## config.mk

```make
export PLATFORM = sky130hd
export DESIGN_NAME = alu_cmd_sequencer
export DESIGN_NICKNAME = d
export VERILOG_FILES = /design/src/rtl/alu_seq_pkg.sv /design/src/rtl/alu_cmd_fifo.sv /design/src/rtl/alu_cmd_sequencer.sv
export SDC_FILE = /design/constraint.sdc
export NUM_CORES = 1
export LEC_CHECK = 0
export CAP_MARGIN = 25
export CORE_MARGIN = 2
export CORE_UTILIZATION = 40
export CTS_BUF_LIST = sky130_fd_sc_hd__clkbuf_2
export CTS_CLUSTER_SIZE = 40
export DETAILED_ROUTE_END_ITERATION = 8
export SETUP_SLACK_MARGIN = 0.2
export SYNTH_ARGS = -nofsm -noshare
export SYNTH_HDL_FRONTEND = slang
export SYNTH_SLANG_ARGS = --single-unit
```

## constraint.sdc

```tcl
create_clock -name clk -period 2.94 [get_ports clk]
set_input_delay 0.588 -clock clk [delete_from_list [all_inputs] [get_ports clk]]
set_output_delay 0.588 -clock clk [all_outputs]
set_load 0.02 [all_outputs]
```

## src/rtl/alu_seq_pkg.sv

```systemverilog
// Shared types for the ALU command sequencer: op codes, FSM states and the
// queued command format.
package alu_seq_pkg;

    localparam int DATA_W = 16;
    localparam int RES_W  = DATA_W + 1;

    localparam logic [2:0] OP_ADD = 3'b000;
    localparam logic [2:0] OP_SUB = 3'b001;
    localparam logic [2:0] OP_SHL = 3'b010;
    localparam logic [2:0] OP_SHR = 3'b011;
    localparam logic [2:0] OP_AND = 3'b100;
    localparam logic [2:0] OP_OR  = 3'b101;
    localparam logic [2:0] OP_XOR = 3'b110;
    localparam logic [2:0] OP_NOT = 3'b111;

    // ST_HALT is only reachable when ERR_HALT_EN is defined.
    typedef enum logic [1:0] {
        ST_IDLE  = 2'd0,
        ST_ISSUE = 2'd1,
        ST_RESP  = 2'd2,
        ST_HALT  = 2'd3
    } state_t;

    typedef struct packed {
        logic [2:0]        op;
        logic              src;
        logic [DATA_W-1:0] x;
        logic [DATA_W-1:0] y;
    } cmd_t;

endpackage

```

## src/rtl/alu_cmd_fifo.sv

```systemverilog
// Synchronous command FIFO; DEPTH must be a power of two so the pointers wrap
// for free. An occupancy counter one bit wider than the pointers tells full from empty.
module alu_cmd_fifo #(
    parameter int DEPTH = 4,
    parameter int W     = 8
) (
    input  logic                   clk,
    input  logic                   reset_n,
    input  logic                   push_i,
    input  logic                   pop_i,
    input  logic [W-1:0]           wdata_i,
    output logic [W-1:0]           rdata_o,
    output logic                   full_o,
    output logic                   empty_o,
    output logic [$clog2(DEPTH):0] count_o
);

    localparam int AW = $clog2(DEPTH);

    logic [W-1:0]  mem_q [DEPTH];
    logic [AW-1:0] wr_ptr_q, rd_ptr_q;
    logic [AW:0]   count_q;
    logic          do_push, do_pop;

    assign full_o  = (count_q == (AW+1)'(DEPTH));
    assign empty_o = (count_q == '0);
    assign count_o = count_q;
    assign rdata_o = mem_q[rd_ptr_q];

    assign do_push = push_i && !full_o;
    assign do_pop  = pop_i && !empty_o;

    // NOTE: storage has no reset; only the pointers and count define validity,
    // which keeps the array a plain RAM without a reset fan-out.
    always_ff @(posedge clk) begin
        if (do_push) begin
            mem_q[wr_ptr_q] <= wdata_i;
        end
    end

    // NOTE: all state uses non-blocking assignments so every register samples
    // its inputs from before the edge, independent of statement order.
    always_ff @(posedge clk or negedge reset_n) begin
        if (!reset_n) begin
            wr_ptr_q <= '0;
            rd_ptr_q <= '0;
            count_q  <= '0;
        end else begin
            if (do_push) wr_ptr_q <= wr_ptr_q + AW'(1);
            if (do_pop)  rd_ptr_q <= rd_ptr_q + AW'(1);
            case ({do_push, do_pop})
                2'b10:   count_q <= count_q + (AW+1)'(1);
                2'b01:   count_q <= count_q - (AW+1)'(1);
                default: count_q <= count_q;
            endcase
        end
    end

endmodule

```

## src/rtl/alu_cmd_sequencer.sv

```systemverilog
// Queues ALU commands, issues them to an external combinational ALU and returns
// one registered result per command. Define ERR_HALT_EN to halt after an error result.
module alu_cmd_sequencer #(
    parameter int CMD_DEPTH = 4,
    parameter int DATA_W    = 16
) (
    input  logic              clk,
    input  logic              reset_n,
    input  logic              cmd_valid,
    output logic              cmd_ready,
    input  logic [2:0]        cmd_op,
    input  logic              cmd_src,
    input  logic [DATA_W-1:0] cmd_x,
    input  logic [DATA_W-1:0] cmd_y,
    output logic [DATA_W-1:0] alu_x,
    output logic [DATA_W-1:0] alu_y,
    output logic [2:0]        alu_op,
    input  logic [DATA_W:0]   alu_out,
    input  logic              alu_err,
    output logic              res_valid,
    input  logic              res_ready,
    output logic [DATA_W:0]   res_data,
    output logic              res_err,
    output logic [DATA_W:0]   acc_out,
    input  logic              acc_clr,
    output logic              err_sticky,
    input  logic              clr_err,
    output logic              busy
);

    import alu_seq_pkg::*;

    cmd_t                        fifo_wdata, fifo_rdata;
    logic                        fifo_push, fifo_pop, fifo_full, fifo_empty;
    logic [$clog2(CMD_DEPTH):0]  fifo_count;

    state_t            state_q, state_d;
    logic [DATA_W-1:0] alu_x_q, alu_x_d, alu_y_q, alu_y_d;
    logic [2:0]        alu_op_q, alu_op_d;
    logic [DATA_W:0]   res_data_q, acc_q;
    logic              res_err_q, err_sticky_q, capture;

    assign fifo_wdata = '{op: cmd_op, src: cmd_src, x: cmd_x, y: cmd_y};
    assign fifo_push  = cmd_valid && cmd_ready;

    alu_cmd_fifo #(
        .DEPTH (CMD_DEPTH),
        .W     ($bits(cmd_t))
    ) u_fifo (
        .clk     (clk),
        .reset_n (reset_n),
        .push_i  (fifo_push),
        .pop_i   (fifo_pop),
        .wdata_i (fifo_wdata),
        .rdata_o (fifo_rdata),
        .full_o  (fifo_full),
        .empty_o (fifo_empty),
        .count_o (fifo_count)
    );

    // NOTE: every output of this block gets a default first so no path
    // through the case leaves one unassigned and infers a latch.
    always_comb begin
        state_d  = state_q;
        alu_x_d  = alu_x_q;
        alu_y_d  = alu_y_q;
        alu_op_d = alu_op_q;
        fifo_pop = 1'b0;
        capture  = 1'b0;
        case (state_q)
            ST_IDLE: begin
                if (!fifo_empty) begin
                    fifo_pop = 1'b1;
                    alu_op_d = fifo_rdata.op;
                    alu_y_d  = fifo_rdata.y;
                    // Chained operand comes from the accumulator as it stands now.
                    alu_x_d  = fifo_rdata.src ? acc_q[DATA_W-1:0] : fifo_rdata.x;
                    state_d  = ST_ISSUE;
                end
            end
            ST_ISSUE: begin
                capture = 1'b1;
                state_d = ST_RESP;
            end
            ST_RESP: begin
                if (res_ready) begin
`ifdef ERR_HALT_EN
                    state_d = res_err_q ? ST_HALT : ST_IDLE;
`else
                    state_d = ST_IDLE;
`endif
                end
            end
`ifdef ERR_HALT_EN
            ST_HALT: begin
                if (clr_err) state_d = ST_IDLE;
            end
`endif
            default: state_d = ST_IDLE;
        endcase
    end

    always_ff @(posedge clk or negedge reset_n) begin
        if (!reset_n) begin
            state_q      <= ST_IDLE;
            alu_x_q      <= '0;
            alu_y_q      <= '0;
            alu_op_q     <= '0;
            res_data_q   <= '0;
            res_err_q    <= 1'b0;
            acc_q        <= '0;
            err_sticky_q <= 1'b0;
        end else begin
            state_q  <= state_d;
            alu_x_q  <= alu_x_d;
            alu_y_q  <= alu_y_d;
            alu_op_q <= alu_op_d;
            if (capture) begin
                res_data_q <= alu_out;
                res_err_q  <= alu_err;
            end
            // A clear beats a coincident capture; a new error beats a coincident clr_err.
            if (acc_clr) begin
                acc_q <= '0;
            end else if (capture && !alu_err) begin
                acc_q <= alu_out;
            end
            if (capture && alu_err) begin
                err_sticky_q <= 1'b1;
            end else if (clr_err) begin
                err_sticky_q <= 1'b0;
            end
        end
    end

    assign cmd_ready  = !fifo_full;
    assign alu_x      = alu_x_q;
    assign alu_y      = alu_y_q;
    assign alu_op     = alu_op_q;
    assign res_valid  = (state_q == ST_RESP);
    assign res_data   = res_data_q;
    assign res_err    = res_err_q;
    assign acc_out    = acc_q;
    assign err_sticky = err_sticky_q;
    assign busy       = (fifo_count != '0) || (state_q != ST_IDLE);

endmodule

```

==> results of run 1 <==
power by group through the flow:
stage	logic, mW	clock network, mW	registers [mW]
5_1_grt	4.53	2.23	4.78
3_3_place_gp	4.19	0	4.68
4_1_cts	4.27	2.07	4.68
3_5_place_dp	4.25	0	4.74
6_report	4.21	1.97	4.66
2_1_floorplan	2.38	0	5.10
logic make-up after synthesis:
logic type,after synthesis,share of synthesized area [%]
buffers and inverters,31,2.18
flip-flops,224,72.1
adder cells (fa/ha/maj),6,0.941
AND/OR/NAND/NOR,54,3.04
AO/OA/AOI/OAI,51,2.91
multiplexers,90,18.2
XOR/XNOR,6,0.599
registers in the layout, indices dropped and copies added, names as in the netlist:
register / count
acc_out: 17
alu_op: 3
alu_x: 16
alu_y: 16
err_sticky: 1
res_data: 17
res_err: 1
state_q: 2
u_fifo.count_o: 3
u_fifo.mem_q: 144
u_fifo.rd_ptr_q: 2
u_fifo.wr_ptr_q: 2
cell usage after synthesis (all sizes together), types with 2 or more instances:
library cell / number
edfxtp: 144
dfrtp: 80
mux2: 38
nand2: 37
mux4: 36
o21ai: 34
buf: 18
a21oi: 17
mux2i: 16
inv: 7
clkbuf: 6
ha: 5
and3: 4
xnor2: 4
nand2b: 3
nor2: 2
nor3b: 2
or3b: 2
xor2: 2
how the worst min path moves through the flow:
| stage | startpoint | endpoint | slack (ns) | depth (start not counted) |
|---|---|---|---|---|
| 2_1_floorplan | reset_n | acc_out[0] | 0.29 | 0 |
| 3_3_place_gp | res_err | res_err | 0.46 | 2 |
| 3_5_place_dp | res_err | res_err | 0.48 | 2 |
| 4_1_cts | clr_err | err_sticky | 0.29 | 2 |
| 5_1_grt | alu_out[2] | acc_out[2] | 0.32 | 3 |
| 6_report | clr_err | err_sticky | 0.37 | 2 |
worst register-to-register path, delay by kind of cell (launching register included):
family	cells	cell delay [ns]
AND/OR/NAND/NOR	2	0.63
adder cells (fa/ha/maj)	2	0.61
flip-flops	1	0.47
multiplexers	1	0.27
buffers and inverters	1	0.05
area by class of cell:
class	count	share of cell area (%)
diodes	1	0.0229
clock buffers	73	3.34
clock inverters	28	1.29
inverters	7	0.240
multi-input cells	207	20.7
flip-flops and latches	224	57.9
well taps	280	3.20
repair buffers	148	13.3
stage by stage:
step | util [%] | std cells | area (um^2)
3_5_place_dp | 48.0 | 863 | 10400
6_report | 50.4 | 968 | 10900
4_1_cts | 50.3 | 965 | 10900
5_1_grt | 50.4 | 967 | 10900
2_1_floorplan | - | 462 | 8780
3_3_place_gp | 48.0 | 863 | 10400
routing by layer:
| metal | vias up | part of all wire (%) |
|---|---|---|
| met5 | - | 0 |
| li1 | 2194 | - |
| met4 | 0 | 1.7 |
| met1 | 2358 | 46 |
| met2 | 177 | 47 |
| met3 | 27 | 6.2 |
timing repair:
item | 4_1_cts | 5_1_grt
hold buffers | 1 | 0
setup endpoints to repair | 2 | 3
setup buffers | 0 | 2
resized for setup | 4 | 2
endpoints found under the hold margin | 52 | 0
==> impl_summary.txt, run 1 <==
----------------------------------------------------
[Run status]
  Result of the run ... finished clean

[Pwr]
  Sum of internal, switching and leakage power ... 10.8 mW
  Worst supply voltage drop on vdd ... 0.000594 V
  Areal power density over the cells ... 992 nW/um^2
  Internal power summed over all cells ... 7.19 mW
  Gate power share ... 38.8%
  Switching Fraction ... 33.7%
  Net switching component of the power ... 3.66 mW
  Sequential power share ... 43.0%
  Leakage Power ... 4.21 nW
  Fraction of power consumed by the clock network ... 18.2%

[Setup path]
  Worst Setup SP ... u_fifo.count_o[0]
  Critical path start-end classification ... flop to output port
  Maximum fanout along the worst path ... 6
  Worst R2R Setup Slack ... 0.81 ns
  Worst flop-to-flop path startpoint ... u_fifo.count_o[0]
  Worst Reg-to-Reg Cells ... 6
  Worst path max stage delay ... 0.47 ns
  Crit. path cell count ... 2
  Critical path arrival ... 2.02 ns
  Kind of start point of the critical path ... flop
  R2R Path End ... u_fifo.count_o[1]
  Crit path buf inv count ... 1
  Worst setup EP type ... output port
  Destination of the critical timing path ... cmd_ready
  Required time at the endpoint of the critical path ... 2.35 ns
  Cell family with most CP delay ... flip-flops
  Cell with the biggest individual delay on the critical path ... sky130_fd_sc_hd__dfrtp_2
  Sequence of cells on the critical path ... or3b_4 -> dlygate4sd2_1

[Clock network]
  Clock latency on the worst-skew pair ... 0.79 ns
  CTS H-tree depth ... 2
  Clock tree buffer depth ... 3
  CTS sink cnt ... 224
  Clock root buffer ... sky130_fd_sc_hd__clkbuf_2
  TritonCTS clock tree ... yes
  Total clock buffers created by CTS ... 54
  Clock transition at path regs ... 0.11 ns

[Route]
  DRC violation count after routing ... 0
  First-pass DRT Iterations ... 4
  Via density ... 4.91
  Avg WL per Cell ... 18.3 um
  Number of routed nets with antenna violations ... 0
  Routed WL ... 17.7 mm
  DR vias ... 4,756
  First DRT Iteration DRCs ... 169

[Timing]
  Normalized max-slew margin ... 45.5%
  Setup Total Neg Slack ... 0 ns
  Worst setup skew after layout ... 0.0280 ns
  Final worst path period share ... 88.7%
  Actual slew at the worst max-slew pin ... 0.818 ns
  Hold slack ... 0.374 ns
  Fin. Hold Viols ... 0
  RSZ-0062 raised after global routing ... no
  Fin worst setup slack ... 0.333 ns
  Upper clock frequency limit ... 0.384 GHz
  # setup viols final ... 0
  Fin. max-slew vios ... 0
  Post-layout minimum cycle time ... 2.61 ns

[Yosys]
  Synthesized Nets ... 528
  Synth top area cells ... sky130_fd_sc_hd__edfxtp_1 49%, sky130_fd_sc_hd__dfrtp_1 23%, sky130_fd_sc_hd__mux4_1 10%
  Yosys top cell area share ... 49.3%
  Post-synthesis register bit count ... 224
  Synthesized area per cell ... 19.0 um^2
  Post-synth EDFFs ... 144
  Synthesis warning total ... 0
  Number of distinct library cells after synthesis ... 31
  Share of synthesized registers carrying an async set or reset ... 35.7%
  Cell taking the most area after synthesis ... sky130_fd_sc_hd__edfxtp_1
  Count of mapped cells out of synthesis ... 462
  Portion of the post-synthesis area used by sequential elements ... 72.1%
  Predominant post-synthesis flop cell ... sky130_fd_sc_hd__edfxtp_1
  Area of the mapped netlist ... 8780 um^2

[Floorplan]
  Die W ... 152 um
  Floorplan Core Area ... 21,700 um^2
  Die height ... 152 um
  Initial cell density of the core ... 40.5%
  Row cnt ... 54
  Boundary Pins ... 134
  Full die area ... 23,100 um^2

[Global route]
  Global routing usage on met2 ... 25.1%
  Number of antenna violations at the first check in global routing ... 0
  Met3 routing resource usage after global routing ... 4.05%
  Met1 usage ... 20.7%
  Most used routing layer in global routing ... met2
  Global-route wire length before repair ... 28.2 mm
  Pin count of the biggest net entering global routing ... 54
  Number of global-route vias before repair ... 5,143
  GRT Resource Usage Total ... 15.6%
  Total grt overflow ... 0

[Layout]
  Syn-to-layout area delta ... 24.7%
  Most used cells in the layout excluding fill and tap cells ... 144 x sky130_fd_sc_hd__edfxtp_1, 129 x sky130_fd_sc_hd__clkdlybuf4s50_1, 77 x sky130_fd_sc_hd__dfrtp_1, 73 x sky130_fd_sc_hd__clkbuf_2, 37 x sky130_fd_sc_hd__nand2_1
  Layout fillers ... 1,841
  Share of cells above drive strength 1 ... 21.3%
  FF/Latch Area ... 6330 um^2
  Most common cell after layout, fill and taps aside ... sky130_fd_sc_hd__edfxtp_1
  Post-layout net count ... 708
  Area of the multi-input gates ... 2270 um^2

[Run]
  Number of maximum-capacitance constraint violations ... 0

[Place]
  Total half-perimeter wirelength after legalization and detailed placement ... 11.1 mm
  Pre-CTS worst setup slack ... 0.492 ns
  Port-buffer cells ... 133
  Routability congestion estimate from global placement ... 0.766

[Worst hold path]
  Hold/Removal Path Class ... input port to flop

----------------------------------------------------
Note: power is estimated with default switching activity, not from simulation.
==> inputs of run 2 (changes only) <==
Settings changed: ABC_AREA from default to 1, CAP_MARGIN 25 to default.
==> impl_summary.txt, run 2 <==
----------------------------------------------------
[Timing]
  # setup viols final ... 0
  Upper clock frequency limit ... 0.395 GHz
  RSZ-0062 raised after global routing ... no
  Worst setup skew after layout ... 0.0371 ns
  Fin. Hold Viols ... 0
  Normalized max-slew margin ... 57.7%
  Setup Total Neg Slack ... 0 ns
  Final worst path period share ... 86.1%
  Actual slew at the worst max-slew pin ... 0.633 ns
  Post-layout minimum cycle time ... 2.53 ns
  Fin. max-slew vios ... 0

[Clock network]
  Post-CTS Repair Setup Buffers ... 0
  Clock root buffer ... sky130_fd_sc_hd__clkbuf_2
  Clock transition at path regs ... 0.10 ns
  Clock tree buffer depth ... 3
  CTS sink cnt ... 224
  CTS H-tree depth ... 2
  Clock latency on the worst-skew pair ... 0.79 ns
  Total clock buffers created by CTS ... 56
  TritonCTS clock tree ... yes

[Pwr]
  Net switching component of the power ... 4.53 mW
  Fraction of power consumed by the clock network ... 17.9%
  Gate power share ... 41.3%
  Internal power summed over all cells ... 6.83 mW
  Sequential power share ... 40.8%
  Areal power density over the cells ... 1030 nW/um^2
  Leakage Power ... 4.58 nW
  Switching Fraction ... 39.9%
  Worst supply voltage drop on vdd ... 0.000426 V

[Route]
  First-pass DRT Iterations ... 5
  DRC violation count after routing ... 0
  Avg WL per Cell ... 15.4 um
  Routed WL ... 19.6 mm
  Met1 Routed Length ... 8.99 mm
  Number of routed nets with antenna violations ... 0
  DR vias ... 6,011
  Total met3 wirelength after detailed routing ... 843 um
  Uppermost layer routed ... met4
  Total met2 wirelength after detailed routing ... 9.36 mm
  Via density ... 4.72
  First DRT Iteration DRCs ... 288

[Yosys]
  Synthesized area per cell ... 11.3 um^2
  Area of the mapped netlist ... 8770 um^2
  Synthesized Nets ... 840
  Cell taking the most area after synthesis ... sky130_fd_sc_hd__edfxtp_1
  Post-synth EDFFs ... 144
  Synthesis warning total ... 0
  Predominant post-synthesis flop cell ... sky130_fd_sc_hd__edfxtp_1
  Number of distinct library cells after synthesis ... 25
  Count of mapped cells out of synthesis ... 774
  Yosys top cell area share ... 49.3%
  Most used standard cells in the synthesized netlist ... 247 x sky130_fd_sc_hd__nand2_1, 144 x sky130_fd_sc_hd__edfxtp_1, 80 x sky130_fd_sc_hd__dfrtp_1, 68 x sky130_fd_sc_hd__nor2_1, 67 x sky130_fd_sc_hd__nand3_1
  Portion of the post-synthesis area used by sequential elements ... 72.1%
  Most used standard cell by instance count after synthesis ... sky130_fd_sc_hd__nand2_1
  Synth top area cells ... sky130_fd_sc_hd__edfxtp_1 49%, sky130_fd_sc_hd__dfrtp_1 23%, sky130_fd_sc_hd__nand2_1 11%
  Share of synthesized registers carrying an async set or reset ... 35.7%
  Post-synthesis register bit count ... 224

[Layout]
  Syn-to-layout area delta ... 25.1%
  Filler-free cell count of the finished design ... 1,274
  Most used cells in the layout excluding fill and tap cells ... 247 x sky130_fd_sc_hd__nand2_1, 144 x sky130_fd_sc_hd__edfxtp_1, 130 x sky130_fd_sc_hd__clkdlybuf4s50_1, 83 x sky130_fd_sc_hd__clkbuf_2, 79 x sky130_fd_sc_hd__dfrtp_1
  Share of cells above drive strength 1 ... 12.2%
  Most common cell after layout, fill and taps aside ... sky130_fd_sc_hd__nand2_1
  Max reg flops ... 144
  Largest register by flop count ... u_fifo.mem_q
  Post-layout net count ... 1,015
  Utilization after layout ... 50.6%
  Post-route cell area ... 11,000 um^2

[Worst hold path]
  Hold/Removal Path Class ... input port to asynchronous set/reset pin

[Setup path]
  Required time at the endpoint of the critical path ... 2.35 ns
  Cell with the biggest individual delay on the critical path ... sky130_fd_sc_hd__clkdlybuf4s50_1
  Maximum fanout along the worst path ... 2
  Critical path arrival ... 1.94 ns
  Critical path start-end classification ... flop to output port
  Crit path buf inv count ... 3
  Cell family with most CP delay ... buffers and inverters
  Cell type with the highest occurrence count on the critical path ... sky130_fd_sc_hd__inv_1
  Kind of start point of the critical path ... flop
  Worst path max stage delay ... 0.59 ns
  Sequence of cells on the critical path ... inv_1 -> nand2_1 -> inv_1 -> clkdlybuf4s50_1
  Worst setup EP type ... output port

[Global route]
  Pin count of the biggest net entering global routing ... 54
  Number of antenna violations at the first check in global routing ... 1
  Total grt overflow ... 0
  Number of global-route vias before repair ... 6,044
  GRT Resource Usage Total ... 17.1%
  Global-route wire length before repair ... 31.7 mm

[Place]
  Routability congestion estimate from global placement ... 0.811
  Total cell area at the placement stage ... 10,400 um^2
  Total half-perimeter wirelength after legalization and detailed placement ... 12.6 mm
  Placed Instances ... 1,170
  Port-buffer cells ... 133

[Run status]
  Result of the run ... finished clean

[Floorplan]
  Die height ... 152 um
  Row cnt ... 54
  Floorplan Core Area ... 21,700 um^2
  Boundary Pins ... 134
  Full die area ... 23,100 um^2
  Die W ... 152 um
  Initial cell density of the core ... 40.5%

[Run]
  Number of maximum-capacitance constraint violations ... 0

----------------------------------------------------
## run 2: kinds of logic (layout without fill, tap and decap cells)
kind of cell	count (synthesis)	after routing	synth area share, %
buf+inv	72	291	3.82
compound gates	80	80	4.79
fa+ha+maj	6	6	0.941
flops	224	224	72.1
simple gates	388	388	18.0
xor+xnor	4	4	0.399
other cells	0	1	0
## run 2: path summary, 6_finish.rpt
| check | start | end | slack [ns] | cells past startpoint |
|---|---|---|---|---|
| hold reg to reg | res_data[15] | res_data[15] | 0.48 | 2 |
| hold / removal | reset_n | res_data[10] | 0.30 | 2 |
| setup / recovery | state_q[0] | res_valid | 0.41 | 4 |
| setup reg to reg | u_fifo.count_o[1] | u_fifo.count_o[2] | 1.07 | 9 |
| min in group clk | alu_out[10] | res_data[10] | 0.37 | 3 |
| max in group asynchronous | reset_n | alu_y[5] | 1.94 | 3 |
## run 2: worst register-to-register path: stages, from the launching register on
cell and delay, ns:
sky130_fd_sc_hd__dfrtp_1 0.41, sky130_fd_sc_hd__inv_1 0.12, sky130_fd_sc_hd__nand3_1 0.09, sky130_fd_sc_hd__nand2_1 0.10
sky130_fd_sc_hd__inv_2 0.04, sky130_fd_sc_hd__ha_1 0.23, sky130_fd_sc_hd__fa_1 0.38, sky130_fd_sc_hd__a21oi_1 0.13
sky130_fd_sc_hd__o21ai_0 0.12, sky130_fd_sc_hd__xor2_1 0.15
## run 2: through the flow
| stage | total power, mW | hold WS, ns | setup WS [ns] |
|---|---|---|---|
| 2_1_floorplan | 7.66 | 0.292 | 0.0765 |
| 3_3_place_gp | 9.39 | 0.454 | 0.687 |
| 3_5_place_dp | 9.46 | 0.457 | 0.668 |
| 4_1_cts | 11.5 | 0.204 | 0.260 |
| 5_1_grt | 12.3 | 0.245 | 0.242 |
| 6_report | 11.4 | 0.304 | 0.410 |
## run 2: timing repair
action	4_1_cts	5_1_grt
endpoints found under the setup margin	0	2
endpoints found under the hold margin	35	0
resized for setup	0	2
hold buffers	1	0
## run 2: layout make-up
type                            instances  area, um^2
Fill cell                            1977       10700
Sequential cell                       224        6330
Multi-Input combinational cell        478        2140
Timing Repair Buffer                  154        1510
Clock buffer                           83         415
Tap cell                              280         350
Inverter                               35         134
Clock inverter                         19         100
Antenna cell                            1        2.50
## run 2: routing by layer
metal,track usage [%],up-vias
met2,27.4,142
met1,23.2,2835
met5,0,-
met3,3.68,33
li1,-,3001
met4,5.92,0
## run 2: power groups by stage
stage | Combinational (mW) | Clock (mW) | Sequential [mW]
after floorplan | 2.54 | 0 | 5.12
after global placement | 4.70 | 0 | 4.69
after detailed placement | 4.76 | 0 | 4.70
after CTS | 4.78 | 2.12 | 4.63
after global routing | 5.26 | 2.31 | 4.72
final | 4.69 | 2.03 | 4.63
==> inputs of run 3 (changes only) <==
Settings changed: REMOVE_ABC_BUFFERS from default to 1.
==> impl_summary.txt, run 3 (same netlist as run 2, synthesis figures left out) <==
----------------------------------------------------
[Layout]
  Most used cells in the layout excluding fill and tap cells ... 246 x sky130_fd_sc_hd__nand2_1, 144 x sky130_fd_sc_hd__edfxtp_1, 131 x sky130_fd_sc_hd__clkdlybuf4s50_1, 81 x sky130_fd_sc_hd__clkbuf_2, 79 x sky130_fd_sc_hd__dfrtp_1
  FF/Latch Area ... 6330 um^2
  Largest register by flop count ... u_fifo.mem_q
  Area of the multi-input gates ... 2150 um^2
  Layout fillers ... 1,971
  Syn-to-layout area delta ... 25.2%
  Share of cells above drive strength 1 ... 11.7%
  Max reg flops ... 144
  Most common cell after layout, fill and taps aside ... sky130_fd_sc_hd__nand2_1
  Post-layout net count ... 1,008
  Filler-free cell count of the finished design ... 1,269

[Timing]
  # setup viols final ... 0
  Upper clock frequency limit ... 0.389 GHz
  Fin. max-slew vios ... 0
  Normalized max-slew margin ... 51.4%
  Fin. Hold Viols ... 0
  Actual slew at the worst max-slew pin ... 0.730 ns
  Final worst path period share ... 87.4%
  Post-layout minimum cycle time ... 2.57 ns
  Setup Total Neg Slack ... 0 ns
  RSZ-0062 raised after global routing ... no
  Worst setup skew after layout ... 0.0621 ns
  Hold slack ... 0.343 ns
  Fin worst setup slack ... 0.369 ns

[Setup path]
  Critical path start-end classification ... flop to output port
  Kind of start point of the critical path ... flop
  Worst flop-to-flop path startpoint ... u_fifo.rd_ptr_q[0]
  Critical path arrival ... 1.98 ns
  Worst setup EP type ... output port
  Required time at the endpoint of the critical path ... 2.35 ns
  Worst Setup SP ... u_fifo.count_o[0]
  Maximum fanout along the worst path ... 3

[Route]
  DRC violation count after routing ... 0
  Routed WL ... 18.8 mm
  DR vias ... 6,034
  First DRT Iteration DRCs ... 306
  Number of routed nets with antenna violations ... 0
  First-pass DRT Iterations ... 5
  Via density ... 4.75
  Avg WL per Cell ... 14.8 um

[Clock network]
  CTS H-tree depth ... 2
  Clock transition at path regs ... 0.10 ns
  Total clock buffers created by CTS ... 55
  Clock tree buffer depth ... 3
  TritonCTS clock tree ... yes
  Clock latency on the worst-skew pair ... 0.81 ns
  CTS sink cnt ... 224
  Clock root buffer ... sky130_fd_sc_hd__clkbuf_2

[Global route]
  Pin count of the biggest net entering global routing ... 58
  GRT Resource Usage Total ... 16.1%
  Global-route wire length before repair ... 30.2 mm
  Number of antenna violations at the first check in global routing ... 1
  Number of global-route vias before repair ... 5,878
  Total grt overflow ... 0

[Place]
  Placed Instances ... 1,164
  Port-buffer cells ... 133
  Routability congestion estimate from global placement ... 0.736
  Pre-CTS worst setup slack ... 0.680 ns
  Total half-perimeter wirelength after legalization and detailed placement ... 11.2 mm

[Pwr]
  Leakage Power ... 4.56 nW
  Worst supply voltage drop on vdd ... 0.000421 V
  Areal power density over the cells ... 1030 nW/um^2

[Floorplan]
  Row cnt ... 54
  Initial cell density of the core ... 40.5%
  Full die area ... 23,100 um^2
  Boundary Pins ... 134
  Die W ... 152 um
  Die height ... 152 um
  Floorplan Core Area ... 21,700 um^2

[Run]
  Number of maximum-capacitance constraint violations ... 0

[Worst hold path]
  Hold/Removal Path Class ... input port to flop
  Worst Min Path Start ... alu_out[8]

[Run status]
  Result of the run ... finished clean

----------------------------------------------------
run 3: changes by cell type in the layout (fill, tap and decap cells not counted):
| cell | delta |
|---|---|
| sky130_fd_sc_hd__dlymetal6s2s_1 | -2 |
| sky130_fd_sc_hd__nand2_1 | -1 |
| sky130_fd_sc_hd__clkinv_2 | +1 |
| sky130_fd_sc_hd__clkinv_1 | +1 |
| sky130_fd_sc_hd__buf_4 | -10 |
| sky130_fd_sc_hd__buf_12 | +4 |
| sky130_fd_sc_hd__dlygate4sd2_1 | +1 |
| sky130_fd_sc_hd__clkbuf_2 | -2 |
| sky130_fd_sc_hd__inv_2 | +1 |
| sky130_fd_sc_hd__clkdlybuf4s50_1 | +1 |
| sky130_fd_sc_hd__nand2_2 | +1 |
run 3: area by class of cell:
cell class	instances	area share [%]
tap	280	3.19
clock inverter	22	1.03
timing repair buffer	148	13.7
inverter	35	1.22
clock buffer	81	3.69
antenna	1	0.0228
multi-input combinational	478	19.5
sequential	224	57.6
run 3: path summary, 6_finish.rpt:
check                      slack (ns)          end  depth (start not counted)
max reg2reg                      0.86     alu_x[4]                          7
min reg2reg                      0.48  res_data[9]                          2
max in group asynchronous        1.83    alu_op[1]                          3
max                              0.37    cmd_ready                          3
min in group asynchronous        0.36    alu_y[13]                          2
min                              0.34  res_data[8]                          3
run 3: critical path: stages (launching register included):
cell                              delay [ns]
sky130_fd_sc_hd__dfrtp_1                0.42
sky130_fd_sc_hd__inv_1                  0.09
sky130_fd_sc_hd__nand3_1                0.11
sky130_fd_sc_hd__clkdlybuf4s50_1        0.61
run 3: metrics by stage:
stage	power [mW]	cell area (um^2)	utilization, %
2_1_floorplan	7.42	8570	-
5_1_grt	12.2	11000	50.6
4_1_cts	11.5	11000	50.6
6_report	11.3	11000	50.6
3_5_place_dp	9.42	10500	48.2
3_3_place_gp	9.36	10500	48.2
run 3: layer usage:
metal	wire length [um]	share of wire [%]	global-route usage, %	vias to the layer above
li1	-	-	-	2980
met2	8780	47	25.5	174
met5	0	0	0	-
met3	942	5.0	4.11	31
met1	8840	47	22.0	2849
met4	285	1.5	5.34	0
run 3: power by group:
| part | switching (mW) | total (mW) | internal [mW] |
|---|---|---|---|
| Combinational | 2.91 | 4.65 | 1.73 |
| Sequential | 0.370 | 4.64 | 4.27 |
| Clock | 1.21 | 2.04 | 0.831 |
| Total | 4.49 | 11.3 | 6.83 |
run 3: repair_timing:
item / in CTS / in global routing
setup buffers: 0 / 0
setup endpoints to repair: 1 / 0
hold buffers: 1 / 0
gates resized for setup: 1 / 0
endpoints found under the hold margin: 55 / 0
